<file path="src/rtl/ntt_pkg.sv">
// Shared constants, FSM state codes and butterfly address helper for the NTT
// memory controller.
package ntt_pkg;

  localparam int Q          = 3329;
  localparam int ADW_DEF    = 5;
  localparam int BF_LAT_DEF = 3;

  localparam logic [1:0] ST_IDLE  = 2'd0;
  localparam logic [1:0] ST_ISSUE = 2'd1;
  localparam logic [1:0] ST_DRAIN = 2'd2;
  localparam logic [1:0] ST_DONE  = 2'd3;

  typedef struct packed {
    logic [15:0] addr_a;
    logic [15:0] addr_b;
    logic [15:0] tw_idx;
  } bf_addr_t;

  // Butterfly j of stage s: len = N>>(s+1), grp = j/len, k = j%len.
  function automatic bf_addr_t bf_addr(input int adw, input int s, input int j);
    int sh;
    int len;
    int grp;
    int a;
    bf_addr_t r;
    sh       = adw - 1 - s;
    len      = 1 << sh;
    grp      = j >> sh;
    a        = (grp << (sh + 1)) + (j & (len - 1));
    r.addr_a = 16'(a);
    r.addr_b = 16'(a + len);
    r.tw_idx = 16'((1 << s) + grp);
    return r;
  endfunction

endpackage

</file>
<file path="src/rtl/ntt_addr_dly.sv">
// Shift-register delay line with asynchronous clear; carries the
// {valid, addr_a, addr_b} write tags from read issue to write-back.
module ntt_addr_dly #(
  parameter int W     = 11,
  parameter int DEPTH = 4
) (
  input  logic         clk_i,
  input  logic         rst_i,
  input  logic [W-1:0] d_i,
  output logic [W-1:0] q_o
);

  logic [DEPTH-1:0][W-1:0] sr_q;
  logic [DEPTH-1:0][W-1:0] sr_d;

  // Next shift-register contents.
  always_comb begin
    sr_d[0] = d_i;
    for (int i = 1; i < DEPTH; i++) begin
      sr_d[i] = sr_q[i-1];
    end
  end

  // Shift-register flops.
  always_ff @(posedge clk_i or posedge rst_i) begin
    if (rst_i) begin
      sr_q <= '0;
    end else begin
      sr_q <= sr_d;
    end
  end

  assign q_o = sr_q[DEPTH-1];

endmodule

</file>
<file path="src/rtl/ntt_mem_ctrl.sv">
// Read/write address sequencer for the in-place Cooley-Tukey NTT over a
// 2-read/2-write coefficient RAM.
module ntt_mem_ctrl
  import ntt_pkg::*;
#(
  parameter  int ADW    = ADW_DEF,
  parameter  int BF_LAT = BF_LAT_DEF,
  localparam int SW     = (ADW > 1) ? $clog2(ADW) : 1
) (
  input  logic           clk_i,
  input  logic           rst_i,
  input  logic           start_i,
  output logic           busy_o,
  output logic           done_o,
  output logic [ADW-1:0] addrr_a_o,
  output logic [ADW-1:0] addrr_b_o,
  output logic           bf_valid_o,
  output logic [ADW-1:0] tw_idx_o,
  output logic [SW-1:0]  stage_o,
  output logic           we_o,
  output logic [ADW-1:0] addrw_a_o,
  output logic [ADW-1:0] addrw_b_o
);

  localparam int DW = 2 * ADW + 1;
  localparam int CW = $clog2(BF_LAT + 1);
  localparam logic [ADW-1:0] J_LAST = ADW'(2 ** (ADW - 1) - 1);
  localparam logic [SW-1:0]  S_LAST = SW'(ADW - 1);
  localparam logic [CW-1:0]  D_LAST = CW'(BF_LAT);

  logic [1:0]     state_q, state_d;
  logic [SW-1:0]  stage_q, stage_d;
  logic [ADW-1:0] j_q, j_d;
  logic [CW-1:0]  dcnt_q, dcnt_d;
  logic           iss_q, iss_d;
  logic [ADW-1:0] ra_q, ra_d, rb_q, rb_d, twi_q, twi_d;
  logic [SW-1:0]  stgi_q, stgi_d, stg_q, stg_d;
  logic           bfv_q, bfv_d, busy_q, busy_d, done_q, done_d;
  logic [ADW-1:0] tw_q, tw_d;
  logic [DW-1:0]  wr_s;
  bf_addr_t       bf_s;
  logic           unused_s;

  assign bf_s     = bf_addr(ADW, int'(stage_q), int'(j_q));
  assign unused_s = ^bf_s;

  // Sequencer next state plus the read-issue and operand-valid pipeline.
  always_comb begin
    state_d = state_q;
    stage_d = stage_q;
    j_d     = j_q;
    dcnt_d  = dcnt_q;
    iss_d   = 1'b0;
    ra_d    = '0;
    rb_d    = '0;
    twi_d   = '0;
    stgi_d  = '0;
    case (state_q)
      ST_IDLE: begin
        if (start_i) begin
          state_d = ST_ISSUE;
          stage_d = '0;
          j_d     = '0;
        end else begin
          state_d = ST_IDLE;
        end
      end
      ST_ISSUE: begin
        iss_d  = 1'b1;
        ra_d   = bf_s.addr_a[ADW-1:0];
        rb_d   = bf_s.addr_b[ADW-1:0];
        twi_d  = bf_s.tw_idx[ADW-1:0];
        stgi_d = stage_q;
        if (j_q == J_LAST) begin
          state_d = ST_DRAIN;
          j_d     = '0;
          dcnt_d  = '0;
        end else begin
          j_d = j_q + 1'b1;
        end
      end
      // Hold off reads until every write of this stage has reached the RAM.
      ST_DRAIN: begin
        if (dcnt_q == D_LAST) begin
          if (stage_q == S_LAST) begin
            state_d = ST_DONE;
          end else begin
            state_d = ST_ISSUE;
            stage_d = stage_q + 1'b1;
          end
        end else begin
          dcnt_d = dcnt_q + 1'b1;
        end
      end
      ST_DONE: begin
        state_d = ST_IDLE;
      end
      default: begin
        state_d = ST_IDLE;
      end
    endcase
    bfv_d  = iss_q;
    tw_d   = twi_q;
    stg_d  = stgi_q;
    busy_d = (state_d != ST_IDLE);
    done_d = (state_q == ST_DONE);
  end

  // State and output registers.
  always_ff @(posedge clk_i or posedge rst_i) begin
    if (rst_i) begin
      state_q <= ST_IDLE;
      stage_q <= '0;
      j_q     <= '0;
      dcnt_q  <= '0;
      iss_q   <= 1'b0;
      ra_q    <= '0;
      rb_q    <= '0;
      twi_q   <= '0;
      stgi_q  <= '0;
      bfv_q   <= 1'b0;
      tw_q    <= '0;
      stg_q   <= '0;
      busy_q  <= 1'b0;
      done_q  <= 1'b0;
    end else begin
      state_q <= state_d;
      stage_q <= stage_d;
      j_q     <= j_d;
      dcnt_q  <= dcnt_d;
      iss_q   <= iss_d;
      ra_q    <= ra_d;
      rb_q    <= rb_d;
      twi_q   <= twi_d;
      stgi_q  <= stgi_d;
      bfv_q   <= bfv_d;
      tw_q    <= tw_d;
      stg_q   <= stg_d;
      busy_q  <= busy_d;
      done_q  <= done_d;
    end
  end

  ntt_addr_dly #(
    .W     (DW),
    .DEPTH (BF_LAT + 1)
  ) u_wr_dly (
    .clk_i (clk_i),
    .rst_i (rst_i),
    .d_i   ({iss_q, ra_q, rb_q}),
    .q_o   (wr_s)
  );

  assign busy_o     = busy_q;
  assign done_o     = done_q;
  assign addrr_a_o  = ra_q;
  assign addrr_b_o  = rb_q;
  assign bf_valid_o = bfv_q;
  assign tw_idx_o   = tw_q;
  assign stage_o    = stg_q;
  assign we_o       = wr_s[DW-1];
  assign addrw_a_o  = wr_s[2*ADW-1:ADW];
  assign addrw_b_o  = wr_s[ADW-1:0];

endmodule

</file>
<file path="config.mk">
export PLATFORM = sky130hd
export DESIGN_NAME = ntt_mem_ctrl
export DESIGN_NICKNAME = d
export VERILOG_FILES = /design/src/rtl/ntt_pkg.sv /design/src/rtl/ntt_addr_dly.sv /design/src/rtl/ntt_mem_ctrl.sv
export SDC_FILE = /design/constraint.sdc
export NUM_CORES = 1
export LEC_CHECK = 0
export BUFFER_PORTS_ARGS = -buffer_cell sky130_fd_sc_hd__buf_2
export CAP_MARGIN = 20
export CORE_UTILIZATION = 53
export DETAILED_ROUTE_END_ITERATION = 6
export PLACE_DENSITY = 0.75
export SLEW_MARGIN = 20
export SYNTH_ARGS = -nofsm -noshare
export SYNTH_HDL_FRONTEND = slang
export SYNTH_SLANG_ARGS = --single-unit
</file>
<file path="constraint.sdc">
create_clock -name clk_i -period 4.6 [get_ports clk_i]
set_input_delay 0.92 -clock clk_i [delete_from_list [all_inputs] [get_ports clk_i]]
set_output_delay 0.92 -clock clk_i [all_outputs]
set_load 0.01 [all_outputs]
</file>
==> results.py, run 1 <==
metrics = {
    "run_status": {
        "outcome": "completed",
    },
    "placed_design": {
        "post-dp-hpwl_mm": 4.547,
        "placed_cell_area_mm2": 0.003991,
        "portBuffers": 34,
        "globalplace.congestion": 0.9349,
    },
    "sta": {
        "tns_ps": 0,
        "tightest_slew_ps": 836.6,
        "min_period_ps": 4205,
        "max_freq_mhz": 237.8,
        "clock-skew-final_ps": 10.25,
        "max-slew-margin-rel_pct": 44.23,
        "hold_violations": 0,
        "slew_viol_final": 0,
        "rsz0062_at_grt": "false",
        "finalSetupViolations": 0,
        "fin_crit_sh_pct": 91.41,
    },
    "floorplan": {
        "num_io_pins": 35,
        "die_area_mm2": 0.007413,
        "die-width_um": 86.10,
        "die_h_um": 86.10,
        "row_count": 30,
        "core_mm2": 0.006832,
        "start_util_pct": 54.87,
    },
    "setup_path": {
        "cp_max_fo": 9,
        "crit_type": "reg2reg",
        "reg2reg_slack_ps": 400,
        "worstPathRequired_ps": 4860,
        "crit_chain": "inv_1, ha_1, ha_1, nand2_1, o32ai_1, nor4b_4, nand2_1, nor3_1, ha_1, inv_1, fa_1, xnor2_1, ha_1, a21o_1, a21oi_1, xor2_1, xnor3_1, and2_1",
        "slowest_stage": "fa_1",
        "startpoint_type": "register",
        "reg2reg_to": "addrr_b_o[4]",
        "max_stage_delay_ps": 400,
        "cp.depth": 18,
        "crit_arrival_ps": 4470,
        "crit_top_cell": "ha_1",
        "rr_worst_depth": 18,
        "end_kind": "register",
        "r2r_start": "stage_q[1]",
        "worst-path-buf-inv": 2,
        "crit_family": "adder cells",
    },
    "drt": {
        "drt_iter0_drc": 175,
        "first_pass_iters": 7,
        "wl_per_cell_um": 14.60,
        "drc_errors": 0,
        "vias_per_cell": 5.213,
        "antenna_left": 0,
        "vias": 2330,
        "drt-total-wl_mm": 6.527,
    },
    "synthesis": {
        "yosysWarnings": 0,
        "netlist_instances": 312,
        "synthesis.area_mm2": 0.003749,
        "yosys.cell_types.count": 49,
        "synth_fp_nets": 345,
        "ys.flop_type": "dfrtp_1",
        "synth_edf_count": 0,
        "async_flop_share_pct": 100.0,
        "synth.avg_cell_area_um2": 12.01,
        "synth_seq_cells": 85,
        "synth-seq-area-share_pct": 56.74,
    },
    "pwr": {
        "peakVddDrop_mv": 0.1226,
        "leakagePower_nw": 2.110,
        "powerDensity_mw_per_mm2": 304.3,
    },
    "finish": {
        "multi_input_area_mm2": 0.001426,
        "final_cell_mix": "dfrtp_1, buf_2, ha_1, inv_1, nand2_1",
        "fin_area_mm2": 0.004190,
        "regArea_mm2": 0.002127,
        "fillers": 541,
        "drive_gt1_share_pct": 18.23,
        "n_antenna_cell": 0,
        "area_growth_pct": 11.78,
        "layout_commonest_cell": "dfrtp_1",
        "nNetsFinal": 379,
    },
    "clocking": {
        "cts-htree-levels": 3,
        "clk_pin_slew_ps": 100,
        "clock_latency_ps": 370,
        "cts_tree": "done",
        "postCtsSetupRepairBufs": 0,
        "cts_buffers": 9,
        "holdBufCountCts": 0,
        "clockBufferDepth": 2,
        "cts_resized": 0,
        "cts_sinks": 85,
        "root_buffer": "clkbuf_8",
    },
    "global_route": {
        "grt_max_degree": 66,
        "antenna_found_initial": 0,
        "gr-usage-all-layers_pct": 20.00,
        "grt_pass1_wl_mm": 11.03,
        "grt_pass1_vias": 2305,
        "grt_overflow": 0,
    },
    "worst_hold_path": {
        "hold-path-endpoint": "u_wr_dly.sr_d[26]",
        "worstHoldStart": "u_wr_dly.sr_d[15]",
        "holdPathStages": 0,
        "hp-class": "reg2reg",
    },
    "job": {
        "drv_cap": 0,
    },
}
==> registers in the layout, summed over array words and instances, names as in the netlist <==
signal         count
u_wr_dly.sr_d     32
u_wr_dly.q_o      11
addrr_a_o          5
addrr_b_o          5
j_q                5
tw_d               5
tw_idx_o           5
stage_o            3
stage_q            3
stg_d              3
dcnt_q             2
state_q            2
bf_valid_o         1
bfv_d              1
busy_o             1
done_o             1
==> cells in the mapped netlist, types with 3 or more instances <==
master,number,area [um^2]
a211oi_1,5,37.54
a21o_1,7,52.55
a21oi_1,16,80.08
a22o_1,4,35.03
and2_1,16,100.1
buf_2,3,15.01
buf_4,10,75.07
clkbuf_1,7,26.28
dfrtp_1,85,2127
fa_1,3,60.06
ha_1,27,337.8
inv_1,20,75.07
nand2_1,17,63.81
nand2b_1,5,31.28
nand3_1,7,35.03
nor2_1,6,22.52
nor2b_1,10,62.56
nor3_1,5,25.02
o21ai_0,9,45.04
xnor2_1,11,96.34
xor2_1,3,26.28
==> stage by stage <==
stage | cells | utilization [%] | hold slack, ps | worst slack [ps] | total power [mW]
5_1_grt | 447 | 61.34 | 360.0 | 127.1 | 1.325
6_report | 447 | 61.34 | 350.2 | 395.3 | 1.275
3_3_place_gp | 431 | 58.42 | 331.7 | 533.6 | 0.7775
4_1_cts | 447 | 61.32 | 353.1 | 409.5 | 1.293
3_5_place_dp | 431 | 58.42 | 334.7 | 416.5 | 0.7782
2_1_floorplan | 312 | - | 331.2 | 111.5 | 0.7724
==> power by group <==
| part | total, mW | switching [mW] | internal [mW] |
|---|---|---|---|
| clock network | 0.513 | 0.299 | 0.214 |
| logic | 0.0159 | 0.0144 | 0.00147 |
| registers | 0.746 | 0 | 0.746 |
| total | 1.27 | 0.313 | 0.962 |
==> cells by family (layout without fill, tap and decap cells) <==
logic type | Yosys count | in the layout | synth area share [%]
xor+xnor | 15 | 15 | 3.872
buf+inv | 41 | 80 | 5.207
fa+ha+maj | 30 | 30 | 10.61
flops | 85 | 85 | 56.74
simple gates | 77 | 77 | 11.65
mux | 4 | 4 | 1.135
compound gates | 60 | 60 | 10.78
==> worst register-to-register path, stage by stage, from the launching register on <==
cell     delay, ps
dfrtp_1        380
inv_1          110
ha_1           220
ha_1           390
nand2_1        190
o32ai_1        130
nor4b_4        310
nand2_1        110
nor3_1         200
ha_1           190
inv_1           60
fa_1           400
xnor2_1        210
ha_1           290
a21o_1         190
a21oi_1        190
xor2_1         180
xnor3_1        220
and2_1         160
==> layer usage <==
| layer | track usage [%] | wire (um) | vias to the layer above |
|---|---|---|---|
| li1 | - | - | 1121 |
| met1 | 26.68 | 2976 | 1124 |
| met2 | 30.16 | 3034 | 71 |
| met3 | 6.064 | 385 | 14 |
| met4 | 9.091 | 131 | 0 |
| met5 | 0 | 0 | - |
==> how the worst max path moves through the flow <==
stage	startpoint	endpoint	slack [ps]
finish	stage_q[1]	addrr_b_o[4]	400
global route	stage_q[0]	addrr_b_o[4]	130
CTS	stage_q[1]	addrr_b_o[4]	410
detailed placement	stage_q[1]	addrr_b_o[4]	420
global placement	stage_q[0]	addrr_b_o[4]	530
floorplan	stage_q[0]	addrr_b_o[4]	110
==> layout make-up <==
cell class / count / area share (%)
repair buffers: 43 / 5.673
inverters: 21 / 1.941
well taps: 96 / 2.867
clock inverters: 7 / 1.762
multi-input cells: 186 / 34.04
clock buffers: 9 / 2.956
flip-flops and latches: 85 / 50.76
Power figures use the tool's default switching activity.
==> run 2, diff against run 1 <==
- MAX_ROUTING_LAYER: not set -> met4
==> results.py, run 2 (synthesis gave the netlist of run 1 again) <==
metrics = {
    "run_status": {
        "outcome": "completed",
    },
    "pwr": {
        "powerDensity_mw_per_mm2": 302.4,
        "p_switching_mw": 0.3066,
        "p_clk_share_pct": 40.0,
        "power.internal_mw": 0.9633,
        "swShare_pct": 24.14,
        "power_mw": 1.270,
        "seq_power_share_pct": 58.8,
        "p_comb_share_pct": 1.2,
        "leakagePower_nw": 2.118,
        "peakVddDrop_mv": 0.1661,
    },
    "setup_path": {
        "crit_end": "addrr_b_o[4]",
        "r2r_start": "stage_q[0]",
        "cp_max_fo": 9,
        "reg2reg_slack_ps": 320,
        "crit_type": "reg2reg",
        "slowest_stage": "fa_1",
        "cp.depth": 18,
        "startpoint_type": "register",
        "crit_family": "adder cells",
        "crit_top_cell": "ha_1",
        "crit_chain": "inv_2, ha_1, ha_1, nand2b_1, a211oi_1, nor4b_4, nand2_1, nor3_1, ha_1, inv_1, fa_1, xnor2_1, ha_1, a21o_1, a21oi_1, xor2_1, xnor3_1, and2_1",
        "crit_arrival_ps": 4530,
        "rr_worst_depth": 18,
        "end_kind": "register",
        "worst-path-buf-inv": 2,
        "max_stage_delay_ps": 400,
        "reg2reg_to": "addrr_b_o[4]",
        "critical_path.startpoint": "stage_q[0]",
        "worstPathRequired_ps": 4850,
    },
    "clocking": {
        "clockBufferDepth": 2,
        "root_buffer": "clkbuf_8",
        "cts_tree": "done",
        "cts_resized": 0,
        "clock_latency_ps": 360,
        "cts_buffers": 9,
        "clk_pin_slew_ps": 90,
        "cts-htree-levels": 3,
        "cts_sinks": 85,
    },
    "worst_hold_path": {
        "hp-class": "reg2reg",
        "worstHoldStart": "u_wr_dly.sr_d[23]",
    },
    "global_route": {
        "grt_overflow": 0,
        "antenna_found_initial": 0,
        "grt_pass1_vias": 2200,
        "gr-usage-all-layers_pct": 19.96,
        "grt_pass1_wl_mm": 10.67,
        "grt_max_degree": 55,
    },
    "drt": {
        "vias_per_cell": 5.228,
        "antenna_left": 0,
        "drt_iter0_drc": 122,
        "wl_per_cell_um": 14.53,
        "vias": 2342,
        "first_pass_iters": 4,
        "drc_errors": 0,
        "drt-total-wl_mm": 6.509,
    },
    "sta": {
        "whs_ps": 347.4,
        "max_freq_mhz": 233.8,
        "tightest_slew_ps": 867.8,
        "clock-skew-final_ps": 13.27,
        "finalSetupViolations": 0,
        "fin_crit_sh_pct": 93.00,
        "hold_violations": 0,
        "slew_viol_final": 0,
        "max-slew-margin-rel_pct": 42.08,
        "min_period_ps": 4278,
        "tns_ps": 0,
        "rsz0062_at_grt": "false",
    },
    "finish": {
        "n_antenna_cell": 0,
        "drive_gt1_share_pct": 18.47,
        "final_cell_mix": "dfrtp_1, buf_2, ha_1, inv_1, nand2_1",
        "largest_reg_flops": 32,
        "nNetsFinal": 380,
        "layout_commonest_cell": "dfrtp_1",
        "area_growth_pct": 12.02,
    },
    "floorplan": {
        "die_h_um": 86.10,
        "core_mm2": 0.006832,
        "num_io_pins": 35,
        "row_count": 30,
        "start_util_pct": 54.87,
        "die-width_um": 86.10,
        "die_area_mm2": 0.007413,
    },
    "placed_design": {
        "portBuffers": 34,
        "post-dp-hpwl_mm": 4.681,
        "globalplace.congestion": 0.9251,
    },
    "job": {
        "drv_cap": 0,
    },
}
## run 2: cell count changes in the layout (fill, tap and decap cells not counted)
cell	change
inv_4	-1
inv_8	+1
buf_4	+1
clkinv_2	+1
inv_6	-1
## run 2: power by group through the flow
stage | clock network, mW | logic (mW) | registers (mW)
floorplan | 0 | 0.0110 | 0.761
global placement | 0 | 0.0159 | 0.761
detailed placement | 0 | 0.0163 | 0.761
CTS | 0.528 | 0.0163 | 0.747
global route | 0.558 | 0.0186 | 0.747
finish | 0.508 | 0.0151 | 0.747
## run 2: routing by layer
metal | part of all wire [%] | global-route usage, % | vias up
met5 | 0 | - | -
met4 | 2.8 | 9.545 | 0
met3 | 5.0 | 5.197 | 21
met2 | 48 | 30.66 | 72
met1 | 44 | 24.66 | 1127
li1 | - | - | 1122
## run 2: worst min path at each step
stage	end	slack, ps	cells past startpoint
2_1_floorplan	bf_valid_o	330	0
3_3_place_gp	u_wr_dly.sr_d[27]	330	0
3_5_place_dp	u_wr_dly.sr_d[33]	330	0
4_1_cts	tw_idx_o[4]	350	0
5_1_grt	tw_idx_o[2]	350	0
6_report	u_wr_dly.sr_d[34]	350	0
## run 2: layout make-up
type,count,area [um^2]
inverter,21,80.08
clock buffer,9,123.9
tap,96,120.1
timing repair buffer,44,245.2
clock inverter,7,76.32
sequential,85,2127
fill,585,2633
multi-input combinational,186,1426
## run 2: worst reg2reg max path, stage by stage, from the launching register on
cell and delay (ps):
dfrtp_1 370, inv_2 80, ha_1 220, ha_1 390, nand2b_1 140, a211oi_1 80
nor4b_4 360, nand2_1 130, nor3_1 240, ha_1 220, inv_1 60, fa_1 400
xnor2_1 210, ha_1 300, a21o_1 190, a21oi_1 200, xor2_1 180, xnor3_1 230
and2_1 170
## run 2: repair_timing
action,in CTS,in global routing
hold endpoints to repair,0,0
setup buffers,0,2
hold buffers,0,0
setup endpoints to repair,0,1
## run 2: metrics by stage
step | instances | util, % | area, um^2 | worst slack [ps]
after floorplan | 312 | - | 3749 | 111.5
after global placement | 430 | 58.32 | 3984 | 485.3
after detailed placement | 430 | 58.32 | 3984 | 244.2
after CTS | 446 | 61.25 | 4184 | 228.9
after global routing | 448 | 61.47 | 4199 | 22.87
final | 448 | 61.47 | 4199 | 322.1
==> run 3, diff against run 2 <==
- GPL_TIMING_DRIVEN: not set -> 0
==> results.py, run 3 (synthesis gave the netlist of run 1 again) <==
metrics = {
    "drt": {
        "drc_errors": 0,
        "vias_per_cell": 5.198,
        "drt_iter0_drc": 111,
        "vias": 2412,
        "first_pass_iters": 5,
        "wl_per_cell_um": 14.56,
        "drt-total-wl_mm": 6.758,
        "antenna_left": 0,
    },
    "floorplan": {
        "die_h_um": 86.10,
        "row_count": 30,
        "core_mm2": 0.006832,
        "start_util_pct": 54.87,
        "die_area_mm2": 0.007413,
        "num_io_pins": 35,
        "die-width_um": 86.10,
    },
    "global_route": {
        "gr-usage-all-layers_pct": 20.93,
        "grt_overflow": 0,
        "grt_pass1_vias": 2354,
        "grt_max_degree": 63,
        "grt_pass1_wl_mm": 11.15,
        "antenna_found_initial": 0,
    },
    "finish": {
        "largest_reg_flops": 32,
        "area_growth_pct": 16.56,
        "final_cell_mix": "dfrtp_1, buf_2, ha_1, inv_1",
        "fillers": 547,
        "n_antenna_cell": 0,
        "nNetsFinal": 397,
        "multi_input_area_mm2": 0.001461,
        "instances_no_fill": 464,
        "layout_commonest_cell": "dfrtp_1",
        "regArea_mm2": 0.002131,
        "drive_gt1_share_pct": 23.64,
    },
    "placed_design": {
        "portBuffers": 34,
        "globalplace.congestion": 0.9416,
        "post-dp-hpwl_mm": 4.748,
        "dp.cells": 443,
        "dp_slack_ps": -725.3,
    },
    "sta": {
        "max_freq_mhz": 227.6,
        "tightest_slew_ps": 547.3,
        "setup_slack_ps": 206.9,
        "fin_crit_sh_pct": 95.50,
        "clock-skew-final_ps": 10.24,
        "slew_viol_final": 0,
        "min_period_ps": 4393,
        "hold_violations": 0,
        "finalSetupViolations": 0,
        "max-slew-margin-rel_pct": 62.57,
        "whs_ps": 347.6,
    },
    "clocking": {
        "cts_buffers": 9,
        "clk_pin_slew_ps": 90,
        "root_buffer": "clkbuf_8",
        "cts_tree": "done",
        "cts-htree-levels": 3,
        "cts_sinks": 85,
        "clock_latency_ps": 360,
        "clockBufferDepth": 2,
    },
    "pwr": {
        "power_mw": 1.284,
        "leakagePower_nw": 2.196,
        "peakVddDrop_mv": 0.1495,
        "powerDensity_mw_per_mm2": 293.9,
    },
    "setup_path": {
        "crit_type": "reg2reg",
        "crit_family": "adder cells",
        "max_stage_delay_ps": 390,
        "worstPathRequired_ps": 4850,
        "cp_max_fo": 10,
        "end_kind": "register",
        "crit_arrival_ps": 4640,
        "startpoint_type": "register",
        "crit_chain": "buf_6, inv_4, ha_1, ha_1, buf_2, nand2_2, o32ai_1, nor4b_4, nand2_1, nor3_2, ha_1, inv_1, fa_2, xnor2_2, ha_1, a21o_1, a21oi_2, xor2_1, xnor3_1, and2_1",
        "worst-path-buf-inv": 4,
        "crit_top_cell": "ha_1",
        "slowest_stage": "dfrtp_2",
    },
    "worst_hold_path": {
        "hp-class": "reg2reg",
    },
    "run_status": {
        "outcome": "completed",
    },
    "job": {
        "drv_cap": 0,
    },
}
-- run 3: cell count changes in the layout (fill, tap and decap cells not counted), moves of 2 or more --
| cell | delta |
|---|---|
| dfrtp_2 | +3 |
| buf_2 | +2 |
| clkbuf_1 | +4 |
| nand2_2 | +2 |
| clkinvlp_4 | +2 |
| buf_4 | +6 |
| inv_4 | +2 |
| nor3_1 | -2 |
| inv_8 | -3 |
| dfrtp_1 | -3 |
| nand2_1 | -2 |
| buf_6 | +2 |
-- run 3: repair_timing --
item	4_1_cts	5_1_grt
resized for setup	9	14
pin swaps	1	2
setup buffers	2	4
hold buffers	0	0
endpoints found under the setup margin	4	1
-- run 3: cell type report --
type                            count  share of cell area [%]
Sequential cell                    85                   48.77
Tap cell                           96                   2.749
Multi-Input combinational cell    186                   33.45
Clock buffer                        9                   2.835
Clock inverter                      6                   1.632
Buffer                             20                   3.093
Timing Repair Buffer               41                   5.556
Inverter                           21                   1.919
-- run 3: layer usage --
| metal | wire, um | GRT usage [%] | share of wire, % | vias up |
|---|---|---|---|---|
| met1 | 2906 | 25.16 | 43 | 1151 |
| met3 | 339 | 5.582 | 5.0 | 19 |
| met4 | 189 | 10.61 | 2.8 | 0 |
| met2 | 3322 | 32.61 | 49 | 84 |
| li1 | - | - | - | 1158 |
| met5 | 0 | - | 0 | - |
-- run 3: worst paths after layout --
path                       cells after the start         startpoint                end  slack [ps]
max                                           20         stage_q[0]       addrr_b_o[4]         210
min reg2reg                                    0  u_wr_dly.sr_d[28]  u_wr_dly.sr_d[39]         350
min                                            0  u_wr_dly.sr_d[28]  u_wr_dly.sr_d[39]         350
max reg2reg                                   20         stage_q[0]       addrr_b_o[4]         210
min in group asynchronous                      2              rst_i  u_wr_dly.sr_d[43]         520
max in group asynchronous                      3              rst_i  u_wr_dly.sr_d[25]        3500
-- run 3: where the power goes --
group | internal [mW] | switching, mW | total, mW | leakage [nW]
clock | 0.252 | 0.268 | 0.520 | 0.0923
sequential | 0.746 | 0 | 0.746 | 0.993
combinational | 0.00337 | 0.0142 | 0.0176 | 1.11
total | 1.00 | 0.282 | 1.28 | 2.20
-- run 3: through the flow --
step	setup TNS, ps	instance area (um^2)	utilization, %
detailed placement	-1050	4069	59.56
finish	0	4369	63.96
CTS	0	4304	63.00
global placement	-1015	4039	59.12
global route	-16.97	4369	63.96
floorplan	0	3749	-
